## src/rtl/v2f_ram_arbiter.sv

```systemverilog
// Two-requester arbiter/sequencer in front of v2f_programmable_ram: shares its read and
// write ports between instruction fetch and data, gates traffic during boot, flags bad addresses.
module v2f_ram_arbiter #(
  parameter int unsigned ABITS       = 2,
  parameter int unsigned SIZE        = 4,
  parameter int unsigned BOOT_CYCLES = 1
) (
  input  logic             CLK,
  input  logic             ARST,

  input  logic             I_REQ,
  input  logic [ABITS-1:0] I_ADDR,
  output logic             I_GNT,
  output logic             I_RVALID,
  output logic [31:0]      I_RDATA,
  output logic             I_ERR,

  input  logic             D_REQ,
  input  logic             D_WE,
  input  logic [ABITS-1:0] D_ADDR,
  input  logic [31:0]      D_WDATA,
  input  logic [3:0]       D_BE,
  output logic             D_GNT,
  output logic             D_RVALID,
  output logic [31:0]      D_RDATA,
  output logic             D_ERR,

  output logic             MEM_ARST,
  output logic             MEM_RD_EN,
  output logic [ABITS-1:0] MEM_RD_ADDR,
  input  logic [31:0]      MEM_RD_DATA,
  output logic             MEM_WR_EN,
  output logic [ABITS-1:0] MEM_WR_ADDR,
  output logic [31:0]      MEM_WR_DATA,
  output logic [3:0]       MEM_BYTE_SELECT
);

  typedef enum logic [1:0] {
    RESET = 2'd0,
    BOOT  = 2'd1,
    RUN   = 2'd2
  } state_t;

  localparam logic [7:0] BOOT_LOAD = 8'(BOOT_CYCLES);

  state_t     state;
  logic [7:0] boot_cnt;
  logic       last;
  logic       owner;
  logic       err;
  logic       rsp_pending;

  logic       i_oor;
  logic       d_oor;

  assign i_oor = 32'(I_ADDR) >= SIZE;
  assign d_oor = 32'(D_ADDR) >= SIZE;

  // last = 1 means data won the previous grant, so fetch wins the next conflict.
  always_comb begin
    I_GNT = 1'b0;
    D_GNT = 1'b0;
    if (state == RUN) begin
      if (I_REQ && D_REQ) begin
        I_GNT = last;
        D_GNT = !last;
      end else begin
        I_GNT = I_REQ;
        D_GNT = D_REQ;
      end
    end
  end

  always_comb begin
    MEM_RD_EN       = 1'b0;
    MEM_RD_ADDR     = '0;
    MEM_WR_EN       = 1'b0;
    MEM_WR_ADDR     = '0;
    MEM_WR_DATA     = '0;
    MEM_BYTE_SELECT = '0;
    if (I_GNT && !i_oor) begin
      MEM_RD_EN   = 1'b1;
      MEM_RD_ADDR = I_ADDR;
    end else if (D_GNT && !d_oor) begin
      if (D_WE) begin
        MEM_WR_EN       = 1'b1;
        MEM_WR_ADDR     = D_ADDR;
        MEM_WR_DATA     = D_WDATA;
        MEM_BYTE_SELECT = D_BE;
      end else begin
        MEM_RD_EN   = 1'b1;
        MEM_RD_ADDR = D_ADDR;
      end
    end
  end

  always_ff @(posedge CLK) begin
    if (ARST) begin
      state       <= RESET;
      boot_cnt    <= BOOT_LOAD;
      last        <= 1'b1;
      owner       <= 1'b0;
      err         <= 1'b0;
      rsp_pending <= 1'b0;
    end else begin
      case (state)
        RESET: begin
          state    <= BOOT;
          boot_cnt <= BOOT_LOAD;
        end
        BOOT: begin
          boot_cnt <= boot_cnt - 8'd1;
          if (boot_cnt <= 8'd1) begin
            state <= RUN;
          end
        end
        RUN: begin
          state <= RUN;
        end
        default: begin
          state <= RESET;
        end
      endcase

      // Out-of-range grants still produce a one-cycle response, just with err set.
      rsp_pending <= I_GNT || (D_GNT && !D_WE);
      err         <= (I_GNT && i_oor) || (D_GNT && d_oor);
      if (I_GNT || D_GNT) begin
        owner <= D_GNT;
        last  <= D_GNT;
      end
    end
  end

  assign I_RVALID = rsp_pending && !owner;
  assign D_RVALID = rsp_pending && owner;
  assign I_ERR    = err && !owner;
  assign D_ERR    = err && owner;
  assign I_RDATA  = (I_RVALID && !err) ? MEM_RD_DATA : 32'd0;
  assign D_RDATA  = (D_RVALID && !err) ? MEM_RD_DATA : 32'd0;
  assign MEM_ARST = ARST;

endmodule
```

## config.mk

```make
export PLATFORM = sky130hd
export DESIGN_NAME = v2f_ram_arbiter
export DESIGN_NICKNAME = d
export VERILOG_FILES = /design/src/rtl/v2f_ram_arbiter.sv
export SDC_FILE = /design/constraint.sdc
export NUM_CORES = 1
export LEC_CHECK = 0
export CAP_MARGIN = 20
export CORE_ASPECT_RATIO = 1.2
export CORE_MARGIN = 3
export CORE_UTILIZATION = 28
export DETAILED_ROUTE_END_ITERATION = 12
export PLACE_DENSITY = 0.93
export SKIP_LAST_GASP = 1
export SYNTH_ARGS = -nofsm -noshare
export SYNTH_HDL_FRONTEND = slang
export SYNTH_SLANG_ARGS = --single-unit
```

## constraint.sdc

```tcl
create_clock -name CLK -period 3.2 [get_ports CLK]
set_clock_uncertainty 0.05 [all_clocks]
set_input_delay 0.48 -clock CLK [delete_from_list [all_inputs] [get_ports CLK]]
set_output_delay 0.48 -clock CLK [all_outputs]
set_load 0.05 [all_outputs]
```

# == Yosys cells after proc, flatten, opt, wreduce, memory -nomap -nowiden ==
# Index checks and enable logic that the tools add are counted.
# totals
register_bits,13
latchBits,0
mem_bits_rw,0
mem_bits_ro,0
inputBits,77
output_inout_bits,113
elab_cells,48
memories,0
# classes
addsub,1
mul,0
div,0
n_lt_le_gt_ge,1
n_eq_ne,3
shifts,0
n_mux,27
bitwise_logic,0
reduce_logical,11
# ops
operator,n
32-bit 2-to-1 mux,5
8-bit case mux with 2 select lines,1
2-bit 2-to-1 mux,7
4-bit 2-to-1 mux,3
1-bit 2-to-1 mux,10
"8-bit by 1-bit <= comparator with 1-bit output, second input constant",1
"8-bit by 1-bit subtractor with 8-bit output, second input constant",1
2-bit case mux with 3 select lines,1
1-bit logical AND,4
1-bit zero test,3
"2-bit by 1-bit == test with 1-bit output, second input constant",1
"2-bit == test, second input constant",1
2-bit zero test,1
1-bit logical OR,2
"2-bit != test, second input constant",1
2-bit nonzero test,1

# == Depth between registers and ports, before layout ==
# logic_depth
ltp_word,5
depth_mapped,6
mapped_depth_nobuf,5

# == Least setup slack after synthesis ==
# No wires, ideal clock.
# synth_path
path_type,register to output
startpoint,reg state[0]
endpoint,out MEM_RD_ADDR[0]
arrival_time_ps,2070
required_time_ps,2670
path_slack_ps,600
stages_incl_launch_ff,6
path_buffers,0
path_cell_list,dfxtp_1 -> inv_1 -> ha_1 -> nand2_1 -> o21ai_0 -> a211oi_1
# synth_via
elab_chain_cells,4
word_cells_on_any_way,5
cone_classes,eq/ne: 1; mux: 4
# synth_rtl
element,line,source
"start, declared",46,state_t state;
"start signal, assigned",99,state <= RESET;
"start signal, assigned",108,state <= BOOT;
"start signal, assigned",114,state <= RUN;
2-bit == test *,63,if (state == RUN) begin
1-bit 2-to-1 mux,63,
2-bit 2-to-1 mux,84,end else if (D_GNT && !d_oor) begin
2-bit 2-to-1 mux *,81,if (I_GNT && !i_oor) begin
"end, declared",30,"output logic [ABITS-1:0] MEM_RD_ADDR,"
# Mark *: on every way between the ends. The rest lies on a longest branch, timed or not.

# == Worst setup path after layout ==
# layout_path
startpoint,in D_REQ
endpoint,out MEM_RD_EN
# layout_via
elab_chain_cells,5
word_cells_on_any_way,7
cone_classes,mux: 6; reduce/logical: 1
# layout_rtl
element,line,source
"start, declared",18,"input logic D_REQ,"
1-bit logical AND,64,if (I_REQ && D_REQ) begin
1-bit 2-to-1 mux,64,
1-bit 2-to-1 mux,63,
1-bit 2-to-1 mux,84,
1-bit 2-to-1 mux *,81,
"end, declared",29,"output logic MEM_RD_EN,"
# Marks and branches as above.

==> flow_summary.ini <==
[grt]
grt_use_met3_pct = 7.62
grt_pass1_vias = 2323
met2_usage_pct = 54.9
grt_use_met1_pct = 21.3
gr-usage-all-layers_pct = 25.5
antenna_found_initial = 0
grt_start_max_net_pins = 36
grt_first_pass_wirelength_mm = 12.2
busiest_layer = met2
globalRouteOverflowTotal = 0

[setup_path]
cp_num_buf_inv = 2
cp.arrival_ps = 2330
crit_path_end_kind = output pin
crit_path_max_fanout = 6
cp_slowest_cell = clkdlybuf4s50_1
r2r_cells = 5
r2r_start = state[1]
crit_path_max_incr_delay_ps = 720
crit_top_cell = clkdlybuf4s50_1
r2r_end = boot_cnt[7]
path_delay_family = buffers and inverters
cp-start-kind = input port
path_cells = clkdlybuf4s50_1, nand2b_1, a21oi_1, nor2_1, clkdlybuf4s50_1
cp.required_ps = 2670
rrSetupSlack_ps = 1220
critPathKind = input port to output pin

[synth]
synth_edf_count = 0
synth_top_flop_cell = dfxtp_1
synth_top_family_by_area = simple AND/OR/NAND/NOR gates
synthAdderAreaFrac_pct = 4.23
muxShareOfSynthArea_pct = 2.12
synth_cells = 208
synth_compound_area_share_pct = 8.29
ys_ff_latch = 13
ys_async_sr_fraction_pct = 0
syn_area_per_cell_um2 = 7.11
yosysWarnings = 0
synth_xor_area_share_pct = 0
ys_types = 38
ys_seq_area_share_pct = 17.6
syn-cell-area_um2 = 1480
synth_simple_gate_area_share_pct = 59.9

[power]
p_leak_nw = 1.77
p_total_mw = 1.18
p_per_area_nw_per_um2 = 284
ir_drop_uv = 212

[hold_path]
hold_start = boot_cnt[4]
min_to = boot_cnt[4]
hold_depth = 2
min_path_type = register to register

[drt]
ant_nets = 0
wl_mm = 8.32
via_per_inst = 4.97
first_iter_violations = 59
drc = 0
num_vias = 2228
wire_per_inst_um = 18.6
firstDrtPassIters = 4

[clock_network]
cts_made_buffers = 3
postCtsResizedCells = 0
clockBufferDepth = 2
clockRootBuffer = clkbuf_8
post_cts_buffers = 0
clk_pin_slew_ps = 60
htree_levels = 1
cts_tree = built
clock_latency_ps = 240
hold_buffers = 0
clock_sinks = 13

[floorplanning]
start_util_pct = 29.5
top_level_ports = 190
core_area_um2 = 5010
dieArea_um2 = 6190
die_h_um = 85.6
die_x_um = 72.3
rows = 28

[placed_design]
port_buffers = 187
place.gp.congestion = 0.831
dpl.hpwl_mm = 7.36
dp.cells = 444
placed_cell_area_um2 = 4100

[finish]
diodes = 0
fin_area_um2 = 4150
stdcell_count = 448
area_delta_synth_final_pct = 180
layout.nets = 471
final_cell_mix = clkdlybuf4s50_1 (113), buf_12 (72), and2_1 (71)
layout_commonest_cell = clkdlybuf4s50_1
drive_gt1_share_pct = 23.2

[run]
cap_violations = 0

[sta]
min_period_over_period_pct = 89.3
setup_violations = 0
fin_hold_ws_ps = 464
max_slew.worst_pin.slew_ps = 556
finalHoldViolCount = 0
post-route-min-period_ps = 2860
rsz0062_at_grt = false
finalMaxSlewViolations = 0
fmax_mhz = 350
slew_headroom_pct = 62.8
setup_tns_ps = 0

[outcome]
status = completed
[routing by layer]
metal | routed length (µm) | vias up
li1 | - | 1054
met1 | 2370 | 1015
met2 | 4920 | 146
met3 | 853 | 13
met4 | 174 | 0
met5 | 0 | -
[cell type report]
class / instances / area (µm²)
Fill cell: 286 / 865
Multi-Input combinational cell: 172 / 1110
Timing Repair Buffer: 193 / 2630
Clock buffer: 4 / 45.0
Inverter: 6 / 22.5
Sequential cell: 13 / 260
Tap cell: 60 / 75.1
[synth_stat cells (2+ instances only)]
cell      number  area, µm²
o311ai_0       2       17.5
mux2i_1        2       20.0
buf_4          4       30.0
a211oi_1       2       15.0
o21ai_0        3       15.0
or3_1          2       12.5
and3_1        32        200
inv_1          6       22.5
clkbuf_1      13       48.8
a21oi_1        8       40.0
nand4_1        2       12.5
and2_1        71        444
or2_2          2       12.5
nand3_1        3       15.0
nor3_1         2       10.0
nor2_1         6       22.5
ha_1           5       62.6
nand2b_1       6       37.5
nand2_1        4       15.0
nor2b_1        3       18.8
dfxtp_1       13        260
[tightest hold or removal path: stages (launching register included)]
cell,delay (ps)
dfxtp_1,320
o311ai_0,80
a21oi_1,60
[how the worst max path moves through the flow]
stage,slack (ps),endpoint,from,depth (start not counted)
finish,340,MEM_RD_EN,D_REQ,5
global route,230,MEM_RD_EN,D_REQ,5
CTS,350,MEM_RD_EN,D_REQ,5
detailed placement,360,MEM_RD_EN,D_REQ,5
global placement,480,MEM_RD_EN,D_REQ,5
floorplan,600,MEM_RD_ADDR[0],state[0],5
[through the flow]
step | utilization, % | worst slack, ps
2_1_floorplan | - | 600
3_3_place_gp | 81.8 | 477
3_5_place_dp | 81.8 | 358
4_1_cts | 82.7 | 346
5_1_grt | 82.7 | 235
6_report | 82.7 | 342
[power breakdown]
group | switching (mW) | leakage [nW] | total (mW) | internal, mW
Sequential | 0.0281 | 0.106 | 0.220 | 0.192
Combinational | 0.434 | 1.64 | 0.807 | 0.373
Clock | 0.0608 | 0.0228 | 0.149 | 0.0881
Total | 0.523 | 1.77 | 1.18 | 0.653
[flip-flops by register name, summed over array words and instances (netlist names)]
name and count:
rsp_pending 1, state 2, boot_cnt 8, owner 1, last 1
[cell families (layout without fill, tap and decap cells)]
group	after synthesis	count (layout)
buf+inv	24	203
simple gates	143	143
mux	3	3
fa+ha+maj	5	5
compound gates	19	19
other cells	1	2
flops	13	13
(Power assumes the default switching activity.)
